===== config.mk =====
export PLATFORM = sky130hd
export DESIGN_NAME = wt_dcache_read_ctrl_flat
export DESIGN_NICKNAME = d
export VERILOG_FILES = /design/src/rtl/wt_dcache_read_ctrl_pkg.sv /design/src/rtl/wt_dcache_read_ctrl_if.sv /design/src/rtl/wt_dcache_read_ctrl.sv /design/src/flat_wrapper.sv
export SDC_FILE = /design/constraint.sdc
export NUM_CORES = 1
export LEC_CHECK = 0
export ABC_AREA = 1
export CORE_AREA = 3 3 180 182
export CTS_BUF_LIST = sky130_fd_sc_hd__clkbuf_4
export CTS_CLUSTER_DIAMETER = 40
export DETAILED_ROUTE_END_ITERATION = 16
export DIE_AREA = 0 0 183 185
export MAX_ROUTING_LAYER = met4
export PLACE_DENSITY = 0.48
export SLEW_MARGIN = 20
export SYNTH_ARGS = -nofsm -noshare
export SYNTH_HDL_FRONTEND = slang
export SYNTH_SLANG_ARGS = --single-unit

===== constraint.sdc =====
create_clock -name clk_i -period 3.55 [get_ports clk_i]
set_input_delay 1.065 -clock clk_i [delete_from_list [all_inputs] [get_ports clk_i]]
set_output_delay 1.065 -clock clk_i [all_outputs]
set_load 0.02 [all_outputs]

===== src/rtl/wt_dcache_read_ctrl_pkg.sv =====
// wt_dcache_read_ctrl_pkg: cache geometry, core port types, platform config and FSM states
// shared by the load-port read controller and its interface.
package wt_dcache_read_ctrl_pkg;

    localparam int XLEN                = 64;
    localparam int PLEN                = 56;
    localparam int DCACHE_SET_ASSOC    = 4;
    localparam int DCACHE_INDEX_WIDTH  = 12;
    localparam int DCACHE_OFFSET_WIDTH = 4;
    localparam int DCACHE_CL_IDX_WIDTH = DCACHE_INDEX_WIDTH - DCACHE_OFFSET_WIDTH;
    localparam int DCACHE_TAG_WIDTH    = PLEN - DCACHE_INDEX_WIDTH;
    localparam int DCACHE_USER_WIDTH   = 1;
    localparam int CACHE_ID_WIDTH      = 5;
    localparam int NR_CACHED_REGIONS   = 2;

    typedef struct packed {
        logic [NR_CACHED_REGIONS-1:0][63:0] cached_base;
        logic [NR_CACHED_REGIONS-1:0][63:0] cached_len;
    } ariane_cfg_t;

    // Region 1 has zero length and therefore never matches.
    localparam ariane_cfg_t ArianeDefaultConfig = '{
        cached_base: {64'h0, 64'h8000_0000},
        cached_len:  {64'h0, 64'h4000_0000}
    };

    typedef struct packed {
        logic [DCACHE_INDEX_WIDTH-1:0] address_index;
        logic [DCACHE_TAG_WIDTH-1:0]   address_tag;
        logic                          data_req;
        logic [1:0]                    data_size;
        logic                          kill_req;
        logic                          tag_valid;
    } dcache_req_i_t;

    typedef struct packed {
        logic                         data_gnt;
        logic                         data_rvalid;
        logic [XLEN-1:0]              data_rdata;
        logic [DCACHE_USER_WIDTH-1:0] data_ruser;
    } dcache_req_o_t;

    typedef enum logic [2:0] {
        IDLE,
        READ,
        MISS_REQ,
        MISS_WAIT,
        KILL_MISS,
        KILL_MISS_ACK,
        REPLAY_REQ,
        REPLAY_READ
    } rd_state_e;

    function automatic logic is_inside_cacheable_regions(ariane_cfg_t cfg, logic [63:0] addr);
        logic hit;
        hit = 1'b0;
        for (int i = 0; i < NR_CACHED_REGIONS; i++)
            hit |= (addr >= cfg.cached_base[i]) && ((addr - cfg.cached_base[i]) < cfg.cached_len[i]);
        return hit;
    endfunction

endpackage


===== src/rtl/wt_dcache_read_ctrl_if.sv =====
// wt_dcache_read_ctrl_if: miss-unit and cache-memory signals of one read port;
// master is the read controller, slave is the miss unit / memory arbiter side.
interface wt_dcache_read_ctrl_if;
    import wt_dcache_read_ctrl_pkg::*;

    logic                           miss_req;
    logic                           miss_ack;
    logic                           miss_we;
    logic [XLEN-1:0]                miss_wdata;
    logic [DCACHE_USER_WIDTH-1:0]   miss_wuser;
    logic [DCACHE_SET_ASSOC-1:0]    miss_vld_bits;
    logic [PLEN-1:0]                miss_paddr;
    logic                           miss_nc;
    logic [2:0]                     miss_size;
    logic [CACHE_ID_WIDTH-1:0]      miss_id;
    logic                           miss_replay;
    logic                           miss_rtrn_vld;
    logic                           wr_cl_vld;
    logic [DCACHE_TAG_WIDTH-1:0]    rd_tag;
    logic [DCACHE_CL_IDX_WIDTH-1:0] rd_idx;
    logic [DCACHE_OFFSET_WIDTH-1:0] rd_off;
    logic                           rd_req;
    logic                           rd_tag_only;
    logic                           rd_ack;
    logic [XLEN-1:0]                rd_data;
    logic [DCACHE_USER_WIDTH-1:0]   rd_user;
    logic [DCACHE_SET_ASSOC-1:0]    rd_vld_bits;
    logic [DCACHE_SET_ASSOC-1:0]    rd_hit_oh;

    modport master (
        output miss_req, miss_we, miss_wdata, miss_wuser, miss_vld_bits, miss_paddr,
               miss_nc, miss_size, miss_id, rd_tag, rd_idx, rd_off, rd_req, rd_tag_only,
        input  miss_ack, miss_replay, miss_rtrn_vld, wr_cl_vld, rd_ack, rd_data,
               rd_user, rd_vld_bits, rd_hit_oh
    );

    modport slave (
        input  miss_req, miss_we, miss_wdata, miss_wuser, miss_vld_bits, miss_paddr,
               miss_nc, miss_size, miss_id, rd_tag, rd_idx, rd_off, rd_req, rd_tag_only,
        output miss_ack, miss_replay, miss_rtrn_vld, wr_cl_vld, rd_ack, rd_data,
               rd_user, rd_vld_bits, rd_hit_oh
    );

endinterface


===== src/rtl/wt_dcache_read_ctrl.sv =====
// wt_dcache_read_ctrl: load-port read controller of the write-through L1 dcache (hit/miss/kill/replay).
// Define WT_DCACHE_CTRL_ASSERT_EN to compile in simulation assertions.
module wt_dcache_read_ctrl
    import wt_dcache_read_ctrl_pkg::*;
#(
    parameter logic [CACHE_ID_WIDTH-1:0] RdTxId    = 1,
    parameter ariane_cfg_t               ArianeCfg = ArianeDefaultConfig
) (
    input  logic                  clk_i,
    input  logic                  rst_ni,
    input  logic                  cache_en_i,
    output logic                  busy_o,
    input  logic                  stall_i,
    input  dcache_req_i_t         req_port_i,
    output dcache_req_o_t         req_port_o,
    wt_dcache_read_ctrl_if.master bus,
    input  logic [XLEN-1:0]       patid_i
);

    rd_state_e                      r_state, w_state_d;
    logic [DCACHE_CL_IDX_WIDTH-1:0] r_idx;
    logic [DCACHE_OFFSET_WIDTH-1:0] r_off;
    logic [DCACHE_TAG_WIDTH-1:0]    r_tag;
    logic [1:0]                     r_size;
    logic [DCACHE_SET_ASSOC-1:0]    r_vld_bits;
    logic                           r_rd_ack;
    logic                           w_addr_sel, w_save_tag, w_vld_we;
    logic                           w_gnt, w_rvalid, w_rd_req, w_miss_req, w_nc;
    logic                           w_new_req, w_kill;
    logic [PLEN-1:0]                w_paddr;
    logic                           w_unused_patid;

    assign w_new_req = req_port_i.data_req && !stall_i;
    assign w_kill    = req_port_i.kill_req;

    always_comb begin
        w_state_d  = r_state;
        w_addr_sel = 1'b0;
        w_save_tag = 1'b0;
        w_vld_we   = 1'b0;
        w_gnt      = 1'b0;
        w_rvalid   = 1'b0;
        w_rd_req   = 1'b0;
        w_miss_req = 1'b0;
        unique case (r_state)
            IDLE: begin
                w_addr_sel = 1'b1;
                w_rd_req   = w_new_req;
                if (w_new_req && bus.rd_ack) begin
                    w_gnt     = 1'b1;
                    w_state_d = READ;
                end
            end
            READ, REPLAY_READ: begin
                w_rd_req = 1'b1;
                if (w_kill) begin
                    w_rvalid  = 1'b1;
                    w_state_d = IDLE;
                end else if (req_port_i.tag_valid || r_state == REPLAY_READ) begin
                    w_save_tag = (r_state == READ);
                    if (bus.wr_cl_vld || !r_rd_ack) begin
                        w_state_d = REPLAY_REQ;
                    end else if (|bus.rd_hit_oh && cache_en_i) begin
                        // A hit frees the port this cycle, so a new request may be granted right away.
                        w_rvalid   = 1'b1;
                        w_state_d  = IDLE;
                        w_addr_sel = w_new_req;
                        if (w_new_req && bus.rd_ack) begin
                            w_gnt     = 1'b1;
                            w_state_d = READ;
                        end
                    end else begin
                        w_vld_we  = 1'b1;
                        w_state_d = MISS_REQ;
                    end
                end
            end
            MISS_REQ: begin
                w_miss_req = 1'b1;
                if (w_kill) begin
                    w_rvalid  = 1'b1;
                    w_state_d = bus.miss_ack ? KILL_MISS : KILL_MISS_ACK;
                end else if (bus.miss_replay) begin
                    w_state_d = REPLAY_REQ;
                end else if (bus.miss_ack) begin
                    w_state_d = MISS_WAIT;
                end
            end
            MISS_WAIT: begin
                if (w_kill || bus.miss_rtrn_vld) begin
                    w_rvalid  = 1'b1;
                    w_state_d = (w_kill && !bus.miss_rtrn_vld) ? KILL_MISS : IDLE;
                end
            end
            REPLAY_REQ: begin
                w_rd_req = 1'b1;
                if (w_kill) begin
                    w_rvalid  = 1'b1;
                    w_state_d = IDLE;
                end else if (bus.rd_ack) begin
                    w_state_d = REPLAY_READ;
                end
            end
            KILL_MISS_ACK: begin
                w_miss_req = 1'b1;
                w_state_d  = bus.miss_replay ? IDLE : bus.miss_ack ? KILL_MISS : KILL_MISS_ACK;
            end
            KILL_MISS: w_state_d = bus.miss_rtrn_vld ? IDLE : KILL_MISS;
            default:   w_state_d = IDLE;
        endcase
    end

    always_ff @(posedge clk_i or negedge rst_ni) begin
        if (!rst_ni) begin
            r_state    <= IDLE;
            r_idx      <= '0;
            r_off      <= '0;
            r_tag      <= '0;
            r_size     <= '0;
            r_vld_bits <= '0;
            r_rd_ack   <= 1'b0;
        end else begin
            r_state  <= w_state_d;
            r_rd_ack <= bus.rd_ack;
            if (w_gnt) begin
                r_idx  <= req_port_i.address_index[DCACHE_INDEX_WIDTH-1:DCACHE_OFFSET_WIDTH];
                r_off  <= req_port_i.address_index[DCACHE_OFFSET_WIDTH-1:0];
                r_size <= req_port_i.data_size;
            end
            if (w_save_tag) r_tag <= req_port_i.address_tag;
            if (w_vld_we) r_vld_bits <= bus.rd_vld_bits;
        end
    end

    assign w_paddr = {r_tag, r_idx, r_off};
    assign w_nc    = !cache_en_i || !is_inside_cacheable_regions(ArianeCfg, 64'(w_paddr));

    assign busy_o     = (r_state != IDLE);
    assign req_port_o = '{
        data_gnt:    w_gnt,
        data_rvalid: w_rvalid,
        data_rdata:  bus.rd_data,
        data_ruser:  bus.rd_user
    };

    assign bus.rd_req      = w_rd_req;
    assign bus.rd_tag_only = 1'b0;
    assign bus.rd_tag      = (r_state == READ) ? req_port_i.address_tag : r_tag;
    assign bus.rd_idx      = w_addr_sel ? req_port_i.address_index[DCACHE_INDEX_WIDTH-1:DCACHE_OFFSET_WIDTH] : r_idx;
    assign bus.rd_off      = w_addr_sel ? req_port_i.address_index[DCACHE_OFFSET_WIDTH-1:0] : r_off;

    assign bus.miss_req      = w_miss_req;
    assign bus.miss_we       = 1'b0;
    assign bus.miss_wdata    = '0;
    assign bus.miss_wuser    = '0;
    assign bus.miss_vld_bits = r_vld_bits;
    assign bus.miss_paddr    = w_paddr;
    assign bus.miss_nc       = w_nc;
    assign bus.miss_size     = w_nc ? {1'b0, r_size} : 3'b111;
    assign bus.miss_id       = RdTxId;

    assign w_unused_patid = ^patid_i;

`ifdef WT_DCACHE_CTRL_ASSERT_EN
    a_hit_onehot: assert property (@(posedge clk_i) disable iff (!rst_ni) $onehot0(bus.rd_hit_oh));
    a_gnt_state:  assert property (@(posedge clk_i) disable iff (!rst_ni) w_gnt |-> (r_state inside {IDLE, READ}));
    a_miss_idle:  assert property (@(posedge clk_i) disable iff (!rst_ni) !(w_miss_req && r_state == IDLE));
`else
`endif

endmodule


===== src/flat_wrapper.sv =====
// flat-port wrapper written by rule: the top's interface ports become plain ports
module wt_dcache_read_ctrl_flat import wt_dcache_read_ctrl_pkg::*;
#(
    parameter logic [CACHE_ID_WIDTH-1:0] RdTxId    = 1,
    parameter ariane_cfg_t               ArianeCfg = ArianeDefaultConfig
)
  (clk_i, rst_ni, cache_en_i, busy_o, stall_i, req_port_i, req_port_o, patid_i, bus_miss_req, bus_miss_we, bus_miss_wdata, bus_miss_wuser, bus_miss_vld_bits, bus_miss_paddr, bus_miss_nc, bus_miss_size, bus_miss_id, bus_rd_tag, bus_rd_idx, bus_rd_off, bus_rd_req, bus_rd_tag_only, bus_miss_ack, bus_miss_replay, bus_miss_rtrn_vld, bus_wr_cl_vld, bus_rd_ack, bus_rd_data, bus_rd_user, bus_rd_vld_bits, bus_rd_hit_oh);
  wt_dcache_read_ctrl_if bus_i ();
  input  logic clk_i;
  input  logic rst_ni;
  input  logic cache_en_i;
  output logic busy_o;
  input  logic stall_i;
  input  dcache_req_i_t req_port_i;
  output dcache_req_o_t req_port_o;
  input  logic [XLEN-1:0] patid_i;
  output wire logic [$bits(bus_i.miss_req)-1:0] bus_miss_req;
  output wire logic [$bits(bus_i.miss_we)-1:0] bus_miss_we;
  output wire logic [$bits(bus_i.miss_wdata)-1:0] bus_miss_wdata;
  output wire logic [$bits(bus_i.miss_wuser)-1:0] bus_miss_wuser;
  output wire logic [$bits(bus_i.miss_vld_bits)-1:0] bus_miss_vld_bits;
  output wire logic [$bits(bus_i.miss_paddr)-1:0] bus_miss_paddr;
  output wire logic [$bits(bus_i.miss_nc)-1:0] bus_miss_nc;
  output wire logic [$bits(bus_i.miss_size)-1:0] bus_miss_size;
  output wire logic [$bits(bus_i.miss_id)-1:0] bus_miss_id;
  output wire logic [$bits(bus_i.rd_tag)-1:0] bus_rd_tag;
  output wire logic [$bits(bus_i.rd_idx)-1:0] bus_rd_idx;
  output wire logic [$bits(bus_i.rd_off)-1:0] bus_rd_off;
  output wire logic [$bits(bus_i.rd_req)-1:0] bus_rd_req;
  output wire logic [$bits(bus_i.rd_tag_only)-1:0] bus_rd_tag_only;
  input wire logic [$bits(bus_i.miss_ack)-1:0] bus_miss_ack;
  input wire logic [$bits(bus_i.miss_replay)-1:0] bus_miss_replay;
  input wire logic [$bits(bus_i.miss_rtrn_vld)-1:0] bus_miss_rtrn_vld;
  input wire logic [$bits(bus_i.wr_cl_vld)-1:0] bus_wr_cl_vld;
  input wire logic [$bits(bus_i.rd_ack)-1:0] bus_rd_ack;
  input wire logic [$bits(bus_i.rd_data)-1:0] bus_rd_data;
  input wire logic [$bits(bus_i.rd_user)-1:0] bus_rd_user;
  input wire logic [$bits(bus_i.rd_vld_bits)-1:0] bus_rd_vld_bits;
  input wire logic [$bits(bus_i.rd_hit_oh)-1:0] bus_rd_hit_oh;
  assign bus_miss_req = bus_i.miss_req;
  assign bus_miss_we = bus_i.miss_we;
  assign bus_miss_wdata = bus_i.miss_wdata;
  assign bus_miss_wuser = bus_i.miss_wuser;
  assign bus_miss_vld_bits = bus_i.miss_vld_bits;
  assign bus_miss_paddr = bus_i.miss_paddr;
  assign bus_miss_nc = bus_i.miss_nc;
  assign bus_miss_size = bus_i.miss_size;
  assign bus_miss_id = bus_i.miss_id;
  assign bus_rd_tag = bus_i.rd_tag;
  assign bus_rd_idx = bus_i.rd_idx;
  assign bus_rd_off = bus_i.rd_off;
  assign bus_rd_req = bus_i.rd_req;
  assign bus_rd_tag_only = bus_i.rd_tag_only;
  assign bus_i.miss_ack = bus_miss_ack;
  assign bus_i.miss_replay = bus_miss_replay;
  assign bus_i.miss_rtrn_vld = bus_miss_rtrn_vld;
  assign bus_i.wr_cl_vld = bus_wr_cl_vld;
  assign bus_i.rd_ack = bus_rd_ack;
  assign bus_i.rd_data = bus_rd_data;
  assign bus_i.rd_user = bus_rd_user;
  assign bus_i.rd_vld_bits = bus_rd_vld_bits;
  assign bus_i.rd_hit_oh = bus_rd_hit_oh;
  wt_dcache_read_ctrl #(.RdTxId(RdTxId), .ArianeCfg(ArianeCfg)) u_core (.clk_i(clk_i), .rst_ni(rst_ni), .cache_en_i(cache_en_i), .busy_o(busy_o), .stall_i(stall_i), .req_port_i(req_port_i), .req_port_o(req_port_o), .bus(bus_i), .patid_i(patid_i));
endmodule

# ---- Word-level counts from Yosys, hierarchy flattened
# Cells that the tools add are included.
# W data, S select, Z words.
dict set report totals {
  output_inout_bits 262
  reg_bits 66
  word_cells 95
}
dict set report op_classes {
  eq_ne 12
  n_bitwise 1
  n_reduce_logical 22
  mux 49
  add_sub_neg 1
  magnitude_cmp 3
}
# op n
set ops {}
lappend ops {{$lt A64 B31 Y1 const B} 1}
lappend ops {{$sub A56 B32 Y57 const B} 1}
lappend ops {{$ge A56 B32 Y1 const B} 1}
lappend ops {{$lt A56 B1 Y1 const B} 1}
lappend ops {{$mux W44} 1}
lappend ops {{$mux W3} 14}
lappend ops {{$mux W1} 26}
lappend ops {{$pmux W3 S7} 1}
lappend ops {{$eq A3 B3 Y1 const B} 4}
lappend ops {{$mux W8} 1}
lappend ops {{$eq A3 B2 Y1 const B} 2}
lappend ops {{$pmux W1 S2} 3}
lappend ops {{$reduce_or A2 Y1} 3}
lappend ops {{$logic_and A1 B1 Y1} 5}
lappend ops {{$logic_not A1 Y1} 5}
lappend ops {{$reduce_and A5 Y1} 1}
lappend ops {{$logic_or A1 B1 Y1} 4}
lappend ops {{$mux W4} 1}
lappend ops {{$ne A2 B1 Y1 const B} 2}
lappend ops {{$ne A4 B4 Y1 const B} 1}
lappend ops {{$reduce_or A4 Y1} 1}
lappend ops {{$eq A3 B1 Y1 const B} 1}
lappend ops {{$logic_not A3 Y1} 1}
lappend ops {{$ne A3 B2 Y1 const B} 1}
lappend ops {{other kinds (6)} 6}

# ---- Logic depth before layout (Yosys ltp)
dict set report logic_depth {
  depth_word 9
  depth_mapped 13
  ltp_nobuf 13
}

# ---- Worst setup path before layout
# Ideal clock, no wire load.
dict set report synth_path {
  path_type {input -> output}
  startpoint {input bus_rd_hit_oh[0]}
  endpoint {output bus_rd_idx[0]}
  arrival_ps 2192
  slack_ps 293
  path_buffers 1
  path_stages 10
  required_time_ps 2485
  cell_sequence {nor2_1 -> nand2_1 -> o21ai_1 -> inv_1 -> nand2_1 -> a21oi_2 -> nand3b_2 -> buf_2 -> nand3_1 -> nand2_1}
}
dict set report synth_via {
  elab_chain_len 8
}
# element line
set synth_lines {}
lappend synth_lines {{start: declaration} flat_wrapper.sv:39} ;# input wire logic [$bits(bus_i.rd_hit_oh)-1:0] bus_rd_hit_oh;
lappend synth_lines {{$reduce_or A4 Y1} wt_dcache_read_ctrl.sv:63} ;# end else if (|bus.rd_hit_oh && cache_en_i) begin
lappend synth_lines {{$logic_and A1 B1 Y1} wt_dcache_read_ctrl.sv:63}
lappend synth_lines {{$mux W1} wt_dcache_read_ctrl.sv:63}
lappend synth_lines {{$mux W1} wt_dcache_read_ctrl.sv:61} ;# if (bus.wr_cl_vld || !r_rd_ack) begin
lappend synth_lines {{$mux W1} wt_dcache_read_ctrl.sv:59} ;# end else if (req_port_i.tag_valid || r_state == REPLAY_READ) begin
lappend synth_lines {{$mux W1} wt_dcache_read_ctrl.sv:56} ;# if (w_kill) begin
lappend synth_lines {{$pmux W1 S2} wt_dcache_read_ctrl.sv:45} ;# unique case (r_state)
lappend synth_lines {{$mux W8} wt_dcache_read_ctrl.sv:149} ;# assign bus.rd_idx = w_addr_sel ? req_port_i.address_index[DCACHE_INDEX_WIDTH-1:DCACHE_OFFSET_WIDTH] : r_idx;
lappend synth_lines {{end: declaration} flat_wrapper.sv:27} ;# output wire logic [$bits(bus_i.rd_idx)-1:0] bus_rd_idx;
# No other way between the ends.

# ---- Worst setup path after layout
dict set report layout_path {
  startpoint {register u_core.r_tag[20]}
  endpoint {output bus_miss_size[0]}
}
dict set report layout_via {
  elab_chain_len 7
  elab_cells_between_ends 9
  classes_between {add/sub (1); order compare (3); mux (1); bitwise (1); reduce/logical (3)}
}
# element line
set layout_lines {}
lappend layout_lines {{start: declaration} wt_dcache_read_ctrl.sv:23} ;# logic [DCACHE_TAG_WIDTH-1:0] r_tag;
lappend layout_lines {{start signal: assignment} wt_dcache_read_ctrl.sv:130} ;# if (w_save_tag) r_tag <= req_port_i.address_tag;
lappend layout_lines {{$sub A56 B32 Y57} wt_dcache_read_ctrl_pkg.sv:58} ;# hit |= (addr >= cfg.cached_base[i]) && ((addr - cfg.cached_base[i]) < cfg.cached_len[i]);
lappend layout_lines {{$lt A64 B31 Y1} wt_dcache_read_ctrl_pkg.sv:58}
lappend layout_lines {{$logic_and A1 B1 Y1} wt_dcache_read_ctrl_pkg.sv:58}
lappend layout_lines {{$or A1 B1 Y1 (*)} wt_dcache_read_ctrl_pkg.sv:58}
lappend layout_lines {{$logic_not A1 Y1 (*)} wt_dcache_read_ctrl.sv:136} ;# assign w_nc = !cache_en_i || !is_inside_cacheable_regions(ArianeCfg, 64'(w_paddr));
lappend layout_lines {{$logic_or A1 B1 Y1 (*)} wt_dcache_read_ctrl.sv:136}
lappend layout_lines {{$mux W3 (*)} wt_dcache_read_ctrl.sv:159} ;# assign bus.miss_size = w_nc ? {1'b0, r_size} : 3'b111;
lappend layout_lines {{end: declaration} flat_wrapper.sv:24} ;# output wire logic [$bits(bus_i.miss_size)-1:0] bus_miss_size;
# Every way passes the cells marked *; elsewhere a longest branch is shown, timed or not.

==> impl_metrics.py <==
metrics = {
    "placement": {
        "place_hpwl_um": 14000,
        "placed_area_mm2": 0.00733,
        "dp_cells": 1330,
        "io_buffers": 202,
        "gp_congestion": 0.846,
    },
    "clocking": {
        "htreeDepth": 3,
        "clkLatencyLatePin_ns": 0.45,
        "clockRootBuffer": "clkbuf_4",
        "cts.sinks": 66,
        "cts_tree": "yes",
        "cts_buffers": 9,
        "path_clk_slew_ns": 0.14,
        "cts.path.max_buffers": 2,
        "cts_hold_buffers": 0,
    },
    "final_layout": {
        "n_fill_cell": 3452,
        "stdcell_area_mm2": 0.00780,
        "final_cell_mix": "199 x nand2_1, 166 x clkdlybuf4s50_1, 89 x o21ai_0",
        "final_common_cell": "nand2_1",
        "fin_cells": 1354,
        "nets": 1161,
        "area_delta_synth_final_pct": 47.9,
        "diodes": 0,
        "drive_gt1_share_pct": 17.1,
    },
    "route": {
        "viasPerCell": 3.78,
        "maxUsedRoutingLayer": "met4",
        "routed_wl_um": 18200,
        "drt_iter0_markers": 224,
        "ant_nets": 0,
        "wl_met2_um": 8880,
        "wl_per_cell_um": 13.4,
        "drc": 0,
        "vias": 5114,
        "met3_length_um": 1420,
        "drt_first_pass_iters": 4,
        "met1_length_um": 7550,
    },
    "logic_synthesis": {
        "ys_warn_count": 0,
        "synth_seq_cells": 66,
        "ys.flop_type": "dfrtp_1",
        "avgSynthCellArea_um2": 6.87,
        "syn-cell-area_mm2": 0.00528,
        "synth-edff-count": 0,
        "seq_area_frac_synth_pct": 31.3,
        "synth_cell_type_count": 36,
        "synth_async_sr_flop_share_pct": 100,
        "syn_inst": 768,
    },
    "global_route": {
        "grt_remaining_overflow": 0,
        "antenna_found_initial": 0,
        "grt_pass1_vias": 5005,
        "grtUsageTotal_pct": 10.8,
        "grt_max_degree": 67,
        "grt_first_pass_wirelength_um": 27800,
    },
    "timing": {
        "tns_ns": 0,
        "setup-violations-final": 0,
        "post-route-min-period_ns": 3.51,
        "timing.fmax_mhz": 285,
        "worstMarginPinSlew_ns": 0.933,
        "holdWs_ns": 0.504,
        "max-slew-margin-rel_pct": 37.8,
        "hold_violations": 0,
        "grt_setup_unrepaired": "true",
        "slew_viol_final": 0,
        "period_share_pct": 98.7,
        "finalClockSkew_ns": 0.0193,
    },
    "die": {
        "die_w_um": 183,
        "die_area_mm2": 0.0339,
        "chipHeight_um": 185,
        "core-area_mm2": 0.0307,
        "pin_count": 469,
        "start_util_pct": 17.2,
        "num_rows": 64,
    },
    "setup_path": {
        "endpoint_kind": "output port",
        "worstPathArrival_ns": 2.44,
        "crit_type": "reg2out",
        "crit_fanout": 7,
        "cp-start-kind": "register",
        "cp.required_ns": 2.48,
    },
    "worst_hold_path": {
        "hold_class": "reg2reg",
    },
    "power": {
        "p_leak_nw": 3.88,
        "powerDensity_mw_per_mm2": 905,
        "total_power_mw": 7.06,
        "vdd.ir_drop.worst_mv": 0.444,
    },
    "flow_run": {
        "maxCapViolCount": 0,
    },
    "status": {
        "status": "finished clean",
    },
}
[per-stage QoR]
stage / utilization, % / setup WS (ns)
final: 25.4 / 0.0449
after CTS: 24.7 / -0.122
after detailed placement: 23.8 / -1.00
after floorplan: - / 0.293
after global routing: 25.4 / -0.172
after global placement: 23.8 / -1.07
[timing repair]
item	4_1_cts	5_1_grt
buffers inserted	5	2
hold endpoints to repair	0	0
resized for setup	124	60
gates cloned	2	0
endpoints found under the setup margin	32	58
pin swaps	18	31
[where the power goes]
group | internal, mW | leakage, nW | total, mW | switching [mW]
Combinational | 2.20 | 2.96 | 4.97 | 2.76
Clock | 0.291 | 0.0867 | 0.635 | 0.344
Sequential | 1.09 | 0.825 | 1.46 | 0.371
[worst paths after layout]
kind | start | endpoint | slack (ns) | depth (start not counted)
worst max-delay path | u_core.r_tag[20] | bus_miss_size[0] | 0.04 | 16
worst min-delay path | u_core.bus.miss_vld_bits[3] | u_core.bus.miss_vld_bits[3] | 0.50 | 1
worst max register to register | u_core.r_state[2] | u_core.r_tag[35] | 1.65 | 7
worst min register to register | u_core.bus.miss_vld_bits[3] | u_core.bus.miss_vld_bits[3] | 0.50 | 1
max in group asynchronous | rst_ni | u_core.r_tag[20] | 2.17 | 1
min in group asynchronous | rst_ni | u_core.r_idx[7] | 0.74 | 1
[registers in the layout (all words and copies together), names as in the netlist]
signal / count
u_core.r_size: 2
u_core.r_rd_ack: 1
u_core.bus.miss_vld_bits: 4
u_core.r_state: 3
u_core.r_off: 4
u_core.r_idx: 8
u_core.r_tag: 44
[cells in the mapped netlist, types with 2 or more instances]
library cell,instances,area share (%)
o21ai_0,89,8.4
nor2_4,2,0.43
inv_2,3,0.21
buf_6,2,0.43
o21ai_1,10,0.95
conb_1,2,0.14
clkbuf_1,12,0.85
a21oi_1,2,0.19
buf_2,6,0.57
inv_1,79,5.6
nor3_1,4,0.38
nand3_4,2,0.66
buf_1,2,0.14
buf_4,144,20
nand2_2,3,0.36
nor2_1,49,3.5
nand2_1,213,15
nand3b_1,4,0.57
nand3_1,42,4.0
nand4_1,8,0.95
dfrtp_1,66,31
mux2_1,4,0.85
nor2_2,6,0.71
nor2_8,2,0.76
[cell families (layout without fill, tap and decap cells)]
kind of cell    Yosys count  in the layout  share of synthesized area, %
xor+xnor                  1              1                         0.166
mux                       5              5                          1.04
fa+ha+maj                 1              1                         0.237
simple gates            340            341                          28.6
other cells               2             72                         0.142
compound gates          105            105                          10.2
flops                    66             66                          31.3
buf+inv                 248            367                          28.3
[critical path: stages, from the launching register on]
cell and delay [ns]:
dfrtp_2 0.43, inv_2 0.06, ha_4 0.16, nand2_2 0.08, nor2_4 0.05, buf_12 0.13
buf_8 0.12, buf_6 0.11, nand4_1 0.06, nand2_1 0.06, nor2_1 0.09, nand2_1 0.09
nor2_2 0.16, nand2_4 0.11, buf_6 0.15, nand2_2 0.05, buf_6 0.11
[layer usage]
metal | global-route usage, % | vias to the layer above
met1 | 12.3 | 2303
met4 | 3.29 | 0
met3 | 3.67 | 42
met2 | 17.9 | 207
li1 | - | 2562
met5 | - | -
[cell type report]
| cell class | count | area (µm²) | share of cell area [%] |
|---|---|---|---|
| Clock buffer | 9 | 67.6 | 0.866 |
| Multi-Input combinational cell | 525 | 2580 | 33.1 |
| Sequential cell | 66 | 1650 | 21.2 |
| Timing Repair Buffer | 269 | 2600 | 33.3 |
| Clock inverter | 7 | 103 | 1.32 |
| Tap cell | 396 | 495 | 6.35 |
| Inverter | 82 | 308 | 3.95 |
(Power assumes the default switching activity.)
